[config.mk]
export PLATFORM = sky130hd
export DESIGN_NAME = dmem_write_buffer
export DESIGN_NICKNAME = d
export VERILOG_FILES = /design/src/rtl/dmem_write_buffer_pkg.sv /design/src/rtl/dmem_wb_fifo.sv /design/src/rtl/dmem_write_buffer.sv
export SDC_FILE = /design/constraint.sdc
export NUM_CORES = 1
export LEC_CHECK = 0
export ABC_AREA = 1
export CAP_MARGIN = 0
export CORE_UTILIZATION = 25
export DETAILED_ROUTE_END_ITERATION = 10
export GPL_TIMING_DRIVEN = 0
export PLACE_DENSITY = 0.42
export SYNTH_ARGS = -nofsm -noshare
export SYNTH_HDL_FRONTEND = slang
export SYNTH_HIERARCHICAL = 1
export SYNTH_SLANG_ARGS = --single-unit
[constraint.sdc]
create_clock -name clk -period 14.7 [get_ports clk]
set_clock_uncertainty 0.1 [all_clocks]
set_input_delay 3.675 -clock clk [delete_from_list [all_inputs] [get_ports clk]]
set_output_delay 3.675 -clock clk [all_outputs]
set_load 0.05 [all_outputs]
[src/rtl/dmem_write_buffer_pkg.sv]
// Shared definitions for the data-memory write buffer.
//   - Default sizing for depth, word-address width and data width.
//   - Backing-memory sequencer state encoding.
package dmem_write_buffer_pkg;

  localparam int unsigned DefDepth = 4;
  localparam int unsigned DefAw    = 7;
  localparam int unsigned DefDw    = 32;

  typedef enum logic [1:0] {
    StIdle  = 2'd0,
    StDrain = 2'd1,
    StLoad  = 2'd2
  } wb_state_e;

endpackage

[src/rtl/dmem_wb_fifo.sv]
// Posted-store FIFO with an address CAM.
//   clk, rst       clock, asynchronous active-high reset
//   push_i         store accepted this cycle (caller guarantees not full)
//   pop_i          retire the head entry
//   head_busy_i    head entry is (or is about to be) in flight; never coalesce into it
//   addr_i         store/load word address, shared by enqueue and lookup
//   data_i         store data
//   full_o/empty_o occupancy flags
//   head_addr_o/head_data_o  oldest entry
//   fwd_hit_o/fwd_data_o     youngest valid entry matching addr_i, head included
module dmem_wb_fifo
  import dmem_write_buffer_pkg::*;
#(
  parameter int unsigned DEPTH = DefDepth,
  parameter int unsigned AW    = DefAw,
  parameter int unsigned DW    = DefDw
) (
  input  logic          clk,
  input  logic          rst,
  input  logic          push_i,
  input  logic          pop_i,
  input  logic          head_busy_i,
  input  logic [AW-1:0] addr_i,
  input  logic [DW-1:0] data_i,
  output logic          full_o,
  output logic          empty_o,
  output logic [AW-1:0] head_addr_o,
  output logic [DW-1:0] head_data_o,
  output logic          fwd_hit_o,
  output logic [DW-1:0] fwd_data_o
);

  localparam int unsigned IW = $clog2(DEPTH);
  localparam int unsigned PW = IW + 1;

  logic [AW-1:0] addr_q [DEPTH];
  logic [DW-1:0] data_q [DEPTH];
  logic [PW-1:0] rd_ptr_q, wr_ptr_q;
  logic [PW-1:0] count;
  logic [IW-1:0] rd_idx, wr_idx, cam_idx, coal_idx;
  logic          coal_hit;

  assign rd_idx  = rd_ptr_q[IW-1:0];
  assign wr_idx  = wr_ptr_q[IW-1:0];
  assign count   = wr_ptr_q - rd_ptr_q;
  assign empty_o = (rd_ptr_q == wr_ptr_q);
  // Same index, different lap bit: the writer is a full lap ahead.
  assign full_o  = (rd_ptr_q[IW] != wr_ptr_q[IW]) && (rd_idx == wr_idx);

  assign head_addr_o = addr_q[rd_idx];
  assign head_data_o = data_q[rd_idx];

  // Scan oldest to youngest so the last match wins for both forward and coalesce.
  always_comb begin
    fwd_hit_o  = 1'b0;
    fwd_data_o = '0;
    coal_hit   = 1'b0;
    coal_idx   = '0;
    cam_idx    = '0;
    for (int unsigned i = 0; i < DEPTH; i++) begin
      cam_idx = rd_idx + IW'(i);
      if ((PW'(i) < count) && (addr_q[cam_idx] == addr_i)) begin
        fwd_hit_o  = 1'b1;
        fwd_data_o = data_q[cam_idx];
        if (!((i == 0) && head_busy_i)) begin
          coal_hit = 1'b1;
          coal_idx = cam_idx;
        end
      end
    end
  end

  always_ff @(posedge clk) begin
    if (push_i) begin
      if (coal_hit) begin
        data_q[coal_idx] <= data_i;
      end else begin
        addr_q[wr_idx] <= addr_i;
        data_q[wr_idx] <= data_i;
      end
    end
  end

  always_ff @(posedge clk or posedge rst) begin
    if (rst) begin
      rd_ptr_q <= '0;
      wr_ptr_q <= '0;
    end else begin
      if (push_i && !coal_hit) wr_ptr_q <= wr_ptr_q + 1'b1;
      if (pop_i)               rd_ptr_q <= rd_ptr_q + 1'b1;
    end
  end

endmodule

[src/rtl/dmem_write_buffer.sv]
// Write buffer between a single-cycle core data port and a multi-cycle backing memory.
//   clk, rst                 clock, asynchronous active-high reset
//   CEN/WEN/OEN              core strobes, active-low (store: CEN=0,WEN=0; load: CEN=0,WEN=1,OEN=0)
//   A, Data2Mem              core word address and store data
//   ReadDataMem              load data (combinational; 0 when no load completes)
//   stall                    core freeze (combinational)
//   mem_req/mem_we/mem_addr/mem_wdata  registered request, held until mem_ack
//   mem_ack, mem_rdata       completion pulse and read data
//   idle                     buffer empty and no request outstanding
module dmem_write_buffer
  import dmem_write_buffer_pkg::*;
#(
  parameter int unsigned DEPTH = DefDepth,
  parameter int unsigned AW    = DefAw,
  parameter int unsigned DW    = DefDw
) (
  input  logic          clk,
  input  logic          rst,
  input  logic          CEN,
  input  logic          WEN,
  input  logic          OEN,
  input  logic [AW-1:0] A,
  input  logic [DW-1:0] Data2Mem,
  output logic [DW-1:0] ReadDataMem,
  output logic          stall,
  output logic          mem_req,
  output logic          mem_we,
  output logic [AW-1:0] mem_addr,
  output logic [DW-1:0] mem_wdata,
  input  logic          mem_ack,
  input  logic [DW-1:0] mem_rdata,
  output logic          idle
);

  wb_state_e     state_q;
  logic          mem_req_q, mem_we_q;
  logic [AW-1:0] mem_addr_q;
  logic [DW-1:0] mem_wdata_q;

  logic          is_store, is_load, load_miss, load_ack;
  logic          push, pop, head_busy;
  logic          full, empty, fwd_hit;
  logic [AW-1:0] head_addr;
  logic [DW-1:0] head_data, fwd_data;

  assign is_store  = !CEN && !WEN;
  assign is_load   = !CEN && WEN && !OEN;
  assign load_miss = is_load && !fwd_hit;
  assign load_ack  = (state_q == StLoad) && mem_ack;
  assign push      = is_store && !full;
  assign pop       = (state_q == StDrain) && mem_ack;
  // Head is committed to memory once DRAIN starts, and IDLE with a non-empty FIFO latches it now.
  assign head_busy = (state_q == StDrain) || ((state_q == StIdle) && !empty);

  dmem_wb_fifo #(
    .DEPTH (DEPTH),
    .AW    (AW),
    .DW    (DW)
  ) u_fifo (
    .clk         (clk),
    .rst         (rst),
    .push_i      (push),
    .pop_i       (pop),
    .head_busy_i (head_busy),
    .addr_i      (A),
    .data_i      (Data2Mem),
    .full_o      (full),
    .empty_o     (empty),
    .head_addr_o (head_addr),
    .head_data_o (head_data),
    .fwd_hit_o   (fwd_hit),
    .fwd_data_o  (fwd_data)
  );

  // Full stalls even in the pop cycle; the store enqueues once the pointer has moved.
  assign stall = (is_store && full) || (load_miss && !load_ack);

  always_comb begin
    ReadDataMem = '0;
    if (is_load && fwd_hit) begin
      ReadDataMem = fwd_data;
    end else if (is_load && load_ack) begin
      ReadDataMem = mem_rdata;
    end
  end

  assign idle      = empty && (state_q == StIdle);
  assign mem_req   = mem_req_q;
  assign mem_we    = mem_we_q;
  assign mem_addr  = mem_addr_q;
  assign mem_wdata = mem_wdata_q;

  always_ff @(posedge clk or posedge rst) begin
    if (rst) begin
      state_q     <= StIdle;
      mem_req_q   <= 1'b0;
      mem_we_q    <= 1'b0;
      mem_addr_q  <= '0;
      mem_wdata_q <= '0;
    end else begin
      unique case (state_q)
        StIdle: begin
          if (load_miss) begin
            state_q    <= StLoad;
            mem_req_q  <= 1'b1;
            mem_we_q   <= 1'b0;
            mem_addr_q <= A;
          end else if (!empty) begin
            state_q     <= StDrain;
            mem_req_q   <= 1'b1;
            mem_we_q    <= 1'b1;
            mem_addr_q  <= head_addr;
            mem_wdata_q <= head_data;
          end else if (push) begin
            // Empty buffer: the store being enqueued is the head, so start its write directly.
            state_q     <= StDrain;
            mem_req_q   <= 1'b1;
            mem_we_q    <= 1'b1;
            mem_addr_q  <= A;
            mem_wdata_q <= Data2Mem;
          end
        end
        StDrain, StLoad: begin
          if (mem_ack) begin
            state_q   <= StIdle;
            mem_req_q <= 1'b0;
          end
        end
        default: begin
          state_q   <= StIdle;
          mem_req_q <= 1'b0;
        end
      endcase
    end
  end

endmodule

==> results by group <==
Run status
  – Outcome: completed

Synth
  – Syn_nets: 1868
  – Synth area leaders: edfxtp_1 35%, nand2_1 18%, dfrtp_1 9.2%
  – Post-synth EDFFs: 156
  – Syn avg cell area: 7.499 sq um
  – Synthesized area: 13350 sq um
  – Largest area contributor in the netlist: edfxtp_1
  – Post-synth ARST share: 23.90%
  – Sequential-to-total area share from yosys stat: 44.28%
  – Top FF cell, synth: edfxtp_1
  – Ys Warns: 6
  – Share of the synthesized area in the top cell type: 35.09%
  – Number of synthesized register bits: 205
  – Gate Count Post-Synth: 1780
  – Unique masters post-synth: 37

Cells and area
  – Post-route cell area: 16790 sq um
  – Cell Count, Final, Fillers Out: 2672
  – Multi-input logic area: 6350 sq um
  – FILL cells: 5592
  – Nets: 2052
  – Layout cells sized above 1: 6.351%
  – Antenna diode count: 0
  – FF+latch area: 5911 sq um
  – Final core utilization: 31.88%
  – P&R area growth vs syn: 25.76%

Routing
  – 1st-pass router iterations: 6
  – Via Count: 13130
  – Wirelength per Cell: 20.18 um
  – Drt drc: 0
  – ANT nets after route: 0
  – Initial DRC count: 966
  – Via density per instance: 4.914
  – Final WL: 53930 um

STA
  – Setup TNS: 0 ns
  – RSZ-0062 raised after global routing: no
  – Tmin final: 11.91 ns
  – Final slew viol count: 0
  – Max Fclk: 83.99 MHz
  – Final Cycle Share: 80.99%
  – Final setup vio count: 0
  – Rel. slew slack: 29.71%
  – Hold slack: 0.3666 ns
  – Fin. Hold Viols: 0
  – Worst-margin pin slew: 1.050 ns

Clocking
  – H-tree lvl count: 1
  – Count of cells resized by post-cts repair: 0
  – Hold-fix buffers at CTS: 0
  – Clock Latency Late Sink: 0.57 ns
  – CTS root buf: clkbuf_16
  – Cts bufs inserted: 26
  – CTS Sinks: 205
  – Clock edge transition at the registers on the reported setup and hold paths: 0.06 ns
  – Max Root-Sink Buffers: 3
  – CTS tree: built
  – Postcts setup bufs: 0

Power
  – VDD IR max: 78.60 uV
  – Pleak: 7.329 nW
  – PwrDens: 228.6 nW/um^2

Floorplan
  – I/O pins: 152
  – Die Ht: 233.1 um
  – Die X: 233.1 um
  – Starting Density: 25.35%
  – Rows: 84
  – DIE AREA: 54320 sq um
  – Core ar.: 52660 sq um

Placement
  – Port Buf Inserts: 151
  – Post-DP HPWL: 39890 um
  – RePlAce Congestion: 0.8807
  – Placed insts: 2624
  – Area after DPL: 15870 sq um

Setup path
  – CP max stage delay: 0.82 ns
  – Crit path DAT: 8.13 ns
  – Buf/Inv on CP: 9
  – Worst setup startpoint: A[1]
  – Worst Setup End Kind: primary output
  – Reg-to-Reg Start: u_fifo/rd_ptr_q[1]
  – CP max-delay cell: clkdlybuf4s50_1
  – CP Max Fanout: 12
  – CP top delay family: buffers and inverters
  – Data required, critical path: 10.93 ns
  – Crit path cell chain: clkdlybuf4s50_1 > inv_1 > a21oi_1 > nor2_1 > nand2_1 > nor2_2 > inv_2 > buf_2 > buf_2 > nand3_1 > buf_2 > inv_1 > nand3_4 > nor2_4 > buf_4 > nand2_1 > nand2_1 > clkdlybuf4s50_1
  – Critical path class: in2out
  – Critical path startpoint category: input port

Worst hold path
  – Hold WC Path Type: reg2reg
  – Min-delay src: mem_wdata[18]

Run
  – Max Cap Viol: 0

Global route
  – Wire length of the first global-routing pass: 80150 um
  – Vias in the first global route: 12940
  – Total GRT Usage: 19.76%
  – Largest net degree at the start of global routing: 31
  – Gr ovfl total: 0
  – Initial antenna violation count: 0
[through the flow]
| stage | worst slack [ns] | power [mW] |
|---|---|---|
| 6_report | 2.794 | 3.837 |
| 5_1_grt | 2.586 | 4.105 |
| 4_1_cts | 2.769 | 3.846 |
| 3_5_place_dp | 2.791 | 3.132 |
| 3_3_place_gp | 2.759 | 3.097 |
| 2_1_floorplan | 5.334 | 2.321 |
[registers in the layout, summed over array words and instances, names as in the netlist]
signal	cells
mem_req	1
u_fifo/data_q	128
mem_wdata	32
u_fifo/addr_q	28
mem_we	1
u_fifo/rd_ptr_q	3
u_fifo/wr_ptr_q	3
state_q	2
mem_addr	7
[cell usage after synthesis, types with 10 or more instances]
cell type / n
nor2_1: 92
nor3_1: 21
nand2_1: 624
o21ai_0: 173
buf_1: 12
clkbuf_1: 49
dfrtp_1: 49
o211ai_1: 57
edfxtp_1: 156
inv_1: 147
nand3_1: 197
mux2i_1: 62
a31oi_1: 24
ha_1: 10
buf_2: 42
[where the power goes]
group          total, mW  leakage, nW  internal (mW)  switching (mW)
logic               2.33         4.86          0.673            1.65
registers          0.811         2.02          0.750          0.0617
clock network      0.699        0.450          0.428           0.271
[cells by family (layout without fill, tap and decap cells)]
| family | Yosys count | count (layout) | synth area share (%) |
|---|---|---|---|
| xor gates and xnor gates | 3 | 3 | 0.1969 |
| AOI/OAI and AO/OA | 274 | 274 | 11.81 |
| DFF | 205 | 205 | 44.28 |
| muxes | 62 | 62 | 4.649 |
| adders and majority gates | 11 | 11 | 1.087 |
| and+or+nand+nor | 956 | 956 | 29.60 |
| buffers and inverters | 269 | 473 | 8.379 |
[worst paths after layout]
| path | endpoint | slack, ns | cells after the start |
|---|---|---|---|
| max in group asynchronous | mem_wdata[21] | 10.52 | 3 |
| max | ReadDataMem[21] | 2.79 | 18 |
| max reg2reg | u_fifo/data_q[0][21] | 8.64 | 19 |
| min in group asynchronous | u_fifo/rd_ptr_q[2] | 3.33 | 2 |
| min reg2reg | mem_wdata[18] | 0.37 | 2 |
| min | mem_wdata[18] | 0.37 | 2 |
[cells in the final DEF, fill, tap and decap left out, types with 27 or more instances in the layout]
master and n:
buf_2 42, clkbuf_1 52, clkbuf_16 27, clkdlybuf4s50_1 151, dfrtp_1 49, edfxtp_1 156
inv_1 146, mux2i_1 62, nand2_1 624, nand3_1 197, nor2_1 88, o211ai_1 57
o21ai_0 173
[worst min-delay path: stages (launching register included)]
cell and delay, ns:
dfrtp_1 0.34, nand2_1 0.05, nand2_1 0.05
[layout make-up]
class / instances / area share, %
clock buffers: 31 / 4.174
well taps: 688 / 5.128
clock inverters: 17 / 1.312
inverters: 155 / 3.466
plain buffers: 114 / 3.197
flip-flops and latches: 205 / 35.21
repair buffers: 156 / 9.689
multi-input cells: 1306 / 37.83
[routing by layer]
metal,wire length [um],vias to the layer above,track usage [%]
li1,-,6329,-
met1,24450,6235,27.00
met2,25130,489,32.58
met3,2936,77,1.904
met4,1403,0,6.393
met5,0,-,0
Power figures use the tool's default switching activity.
==> patch 1, RTL diff (config.mk and constraints unchanged) <==
`DefDw`: 32 -> 48.
--- a/src/rtl/dmem_write_buffer_pkg.sv
+++ b/src/rtl/dmem_write_buffer_pkg.sv
@@ -5,7 +5,7 @@
 
   localparam int unsigned DefDepth = 4;
   localparam int unsigned DefAw    = 7;
-  localparam int unsigned DefDw    = 32;
+  localparam int unsigned DefDw    = 48;
 
   typedef enum logic [1:0] {
     StIdle  = 2'd0,
Interface: changed (resized Data2Mem, ReadDataMem, mem_rdata and mem_wdata); port bits go from 152 to 216. The function was not compared with the original's and may differ.
==> patch 1 against the original RTL <==
  * Largest power group unchanged
  * Wire length is 46% higher
  * Clock power rose by 31%
  * Sequential cell count increased by 80
  * Design area rose by 37%
  * Critical path depth stayed put
  * Via count up 37%
  * Synthesized cell count rose by 32%
  * Synthesized area grew 36%
  * Power is 36% higher
  * First-iteration DRC count increased by 64%
  * Worst setup slack lost 0.87 ns
  * Combinational power increased by 36%
==> patch 1: results (changes against the original RTL) <==
fraction_of_layout_instances_using_a_drive_strength_above_1: 0.0630  # -0.000465
post_synthesis_net_count: 2476  # +33%
post_synth_num_cell_types: 32  # -14%
htree_num_levels: 2  # +1
firstDrtPassIters: 5  # -1
crit_family: "buffers and inverters"
dr.first_iter.drc_count: 1580  # +64%
cts-buffers-inserted: 37  # +42%
cts.clk_slew.worst_paths_ns: 0.05
grt.met1_usage: 0.272  # +0.00216
design.final.nets: 2740  # +34%
fraction_of_met2_tracks_used_by_global_routing: 0.348  # +0.0223
via_count: 17990  # +37%
detailed_place_hpwl_mm: 57.2  # +43%
synth_area_leaders: "edfxtp_1, nand2_1, dfrtp_1"
power_leakage_nw: 9.92  # +35%
antenna_found_initial: 4  # +4
grt_first_pass_wirelength_mm: 116  # +45%
avgRoutedWirePerCell_um: 21.9  # +8.5%
outcome: "completed"
synth-edff-count: 220  # +41%
grt_max_degree: 32  # +3.2%
synth_top_cells_by_count: "nand2_1, edfxtp_1, nand3_1"
rrSetupSlack_ns: 7.00  # -1.64 ns
grtUsageMet3: 0.0329  # +0.0138
irDropWorstVdd_mv: 0.119  # +52%
cts-resized-gates: 0  # unchanged
sequential_fraction_of_the_synthesis_area: 0.452  # +0.00924
tightestPinTransition_ns: 1.38  # +0.332 ns
gp_congestion: 0.858  # -2.5%
largest_register_ff_count: 192  # +50%
async_s_r_ff_share_synth: 0.228  # -0.0110
## patch 1: logic make-up (layout without fill, tap and decap cells)
family | after synthesis | after routing | share of synthesized area
AO/OA/AOI/OAI | 404 | 404 | 0.135
XOR/XNOR | 4 | 4 | 0.00192
adder cells (fa/ha/maj) | 11 | 11 | 0.00797
buffers and inverters | 370 | 663 | 0.0875
flip-flops | 285 | 285 | 0.452
multiplexers | 96 | 96 | 0.0528
other | 0 | 3 | 0
AND/OR/NAND/NOR | 1186 | 1186 | 0.263
## patch 1: path summary, 6_finish.rpt
| kind | endpoint | startpoint | cells past startpoint |
|---|---|---|---|
| max | ReadDataMem[28] | A[4] | 18 |
| min | mem_wdata[44]$_DFFE_PP0P_ | mem_wdata[44]$_DFFE_PP0P_ | 2 |
| max reg2reg | u_fifo/data_q[0][22]$_DFFE_PP_ | u_fifo/rd_ptr_q[1]$_DFFE_PP0P_ | 20 |
| min reg2reg | mem_wdata[44]$_DFFE_PP0P_ | mem_wdata[44]$_DFFE_PP0P_ | 2 |
| max in group asynchronous | mem_wdata[7]$_DFFE_PP0P_ | rst | 3 |
| min in group asynchronous | u_fifo/wr_ptr_q[1]$_DFFE_PP0P_ | rst | 2 |
## patch 1: tightest hold or removal path, delay by kind of cell, from the launching register on
kind | cells | cell delay, ns
simple gates | 2 | 0.09
flops | 1 | 0.34
## patch 1: layout make-up
class	instances	area [µm²]
antenna	3	7.51
buffer	161	805
clock buffer	55	1060
clock inverter	13	150
fill	7583	48700
inverter	209	792
multi-input combinational	1701	8420
sequential	285	8230
tap	950	1190
timing repair buffer	225	2390
## patch 1: per-layer routing
layer,wire length (µm),part of all wire
met5,23,0.00029
met4,2680,0.034
met3,4980,0.063
met2,36900,0.47
met1,34300,0.43
## patch 1: report_power, final
group | switching [mW] | internal, mW | total, mW
Combinational | 2.31 | 0.866 | 3.18
Clock | 0.365 | 0.552 | 0.916
Sequential | 0.0930 | 1.04 | 1.13
Total | 2.77 | 2.46 | 5.22
## patch 1: metrics by stage
step	total power, mW	cell area [µm²]	setup WS, ns	instances	hold slack [ns]
floorplan	3.10	18200	5.15	2356	0.367
global placement	4.26	21600	2.04	3521	0.357
detailed placement	4.30	21800	2.02	3531	0.362
CTS	5.25	23000	2.01	3599	0.380
global route	5.56	23000	1.72	3600	0.399
finish	5.22	23000	1.92	3602	0.374
==> patch 2, RTL diff (same flow settings) <==
Made on the original files. Reset style: synchronous (`rst`), changed in 2 clocked blocks. Comments in the files are not updated.
--- a/src/rtl/dmem_wb_fifo.sv
+++ b/src/rtl/dmem_wb_fifo.sv
@@ -81,7 +81,7 @@
     end
   end
 
-  always_ff @(posedge clk or posedge rst) begin
+  always_ff @(posedge clk) begin
     if (rst) begin
       rd_ptr_q <= '0;
       wr_ptr_q <= '0;
--- a/src/rtl/dmem_write_buffer.sv
+++ b/src/rtl/dmem_write_buffer.sv
@@ -90,7 +90,7 @@
   assign mem_addr  = mem_addr_q;
   assign mem_wdata = mem_wdata_q;
 
-  always_ff @(posedge clk or posedge rst) begin
+  always_ff @(posedge clk) begin
     if (rst) begin
       state_q     <= StIdle;
       mem_req_q   <= 1'b0;
Function: differs if rst is asserted again (counterexample within 4 cycles, from zero or initial values and one cycle with rst high); with rst held inactive, the same outputs for 4 cycles.
==> patch 2 against the original RTL <==
  * Design area rose by 2.5%
  * Wire length increased by 9.0%
  * Non-clock buffer count up 13
  * Worst setup slack lost 0.18 ns
  * Sequential share of layout area is 2.0 points lower
  * Sequential cell count increased by 2
  * Synthesized area grew 3.6%
  * Critical path type unchanged
  * Highest routed layer unchanged
Power is not compared: it rests on default switching activity, and its combinational part moved more than twofold at a synthesized area within 25%.
==> patch 2: results (changes against the original RTL) <==
synth_top_cells_by_count: "nand2_1, nor2_1, o21ai_0"
area_share_clock_buf_inv: 0.0500  # -0.00482
dr.first_iter.drc_count: 1299  # +34%
outcome: "completed"
gr-usage-all-layers: 0.206  # +0.00800
post_synth_num_cell_types: 36  # -2.7%
grt_max_degree: 24  # -23%
met1Wirelength_mm: 25.3  # +3.6%
synthesis.area_per_instance_um2: 7.07  # -5.8%
grt_pass1_vias: 14223  # +9.9%
met3_wirelength_mm: 3.75  # +28%
critPathArrivalTime_ns: 8.31  # +0.18 ns
stdcell_count: 2856  # +6.9%
multi_input_comb_cells: 1416  # +8.4%
grt_first_pass_wirelength_mm: 87.5  # +9.2%
sequential_fraction_of_the_synthesis_area: 0.413  # -0.0302
fraction_of_met2_tracks_used_by_global_routing: 0.341  # +0.0150
synth_area_leaders: "edfxtp_1, nand2_1, o21ai_0"
totalWireLength_mm: 58.8  # +9.0%
pre_cts_slack_ns: 2.72  # -0.0663 ns
detailed_place_hpwl_mm: 41.9  # +5.1%
gp_congestion: 0.905  # +2.8%
routed_via_density: 5.05  # +2.8%
clkbuf_count: 27  # -13%
area_occupied_by_multi_input_gates_um2: 6720  # +5.8%
[patch 2: final timing paths]
check	from	to	slack, ns	cells past startpoint
worst max-delay path	A[1]	ReadDataMem[10]	2.61	17
worst min-delay path	mem_req$_SDFFE_PP0P_	mem_req$_SDFFE_PP0P_	0.37	2
worst max register to register	u_fifo/rd_ptr_q[1]$_SDFFE_PP0P_	u_fifo/data_q[2][14]$_DFFE_PP_	8.96	19
worst min register to register	mem_req$_SDFFE_PP0P_	mem_req$_SDFFE_PP0P_	0.37	2
[patch 2: power groups by stage]
stage,sequential (mW),combinational [mW],clock (mW)
floorplan,0.808,0.397,0
global placement,0.713,0.781,0
detailed placement,0.712,0.787,0
CTS,0.700,0.790,0.679
global route,0.705,0.863,0.694
finish,0.700,0.790,0.658
[patch 2: logic make-up after synthesis]
family,count (synthesis),share of synthesized area
and+or+nand+nor,941,0.279
muxes,32,0.0232
AOI/OAI and AO/OA,432,0.171
DFF,207,0.413
adders and majority gates,11,0.0105
buffers and inverters,334,0.104
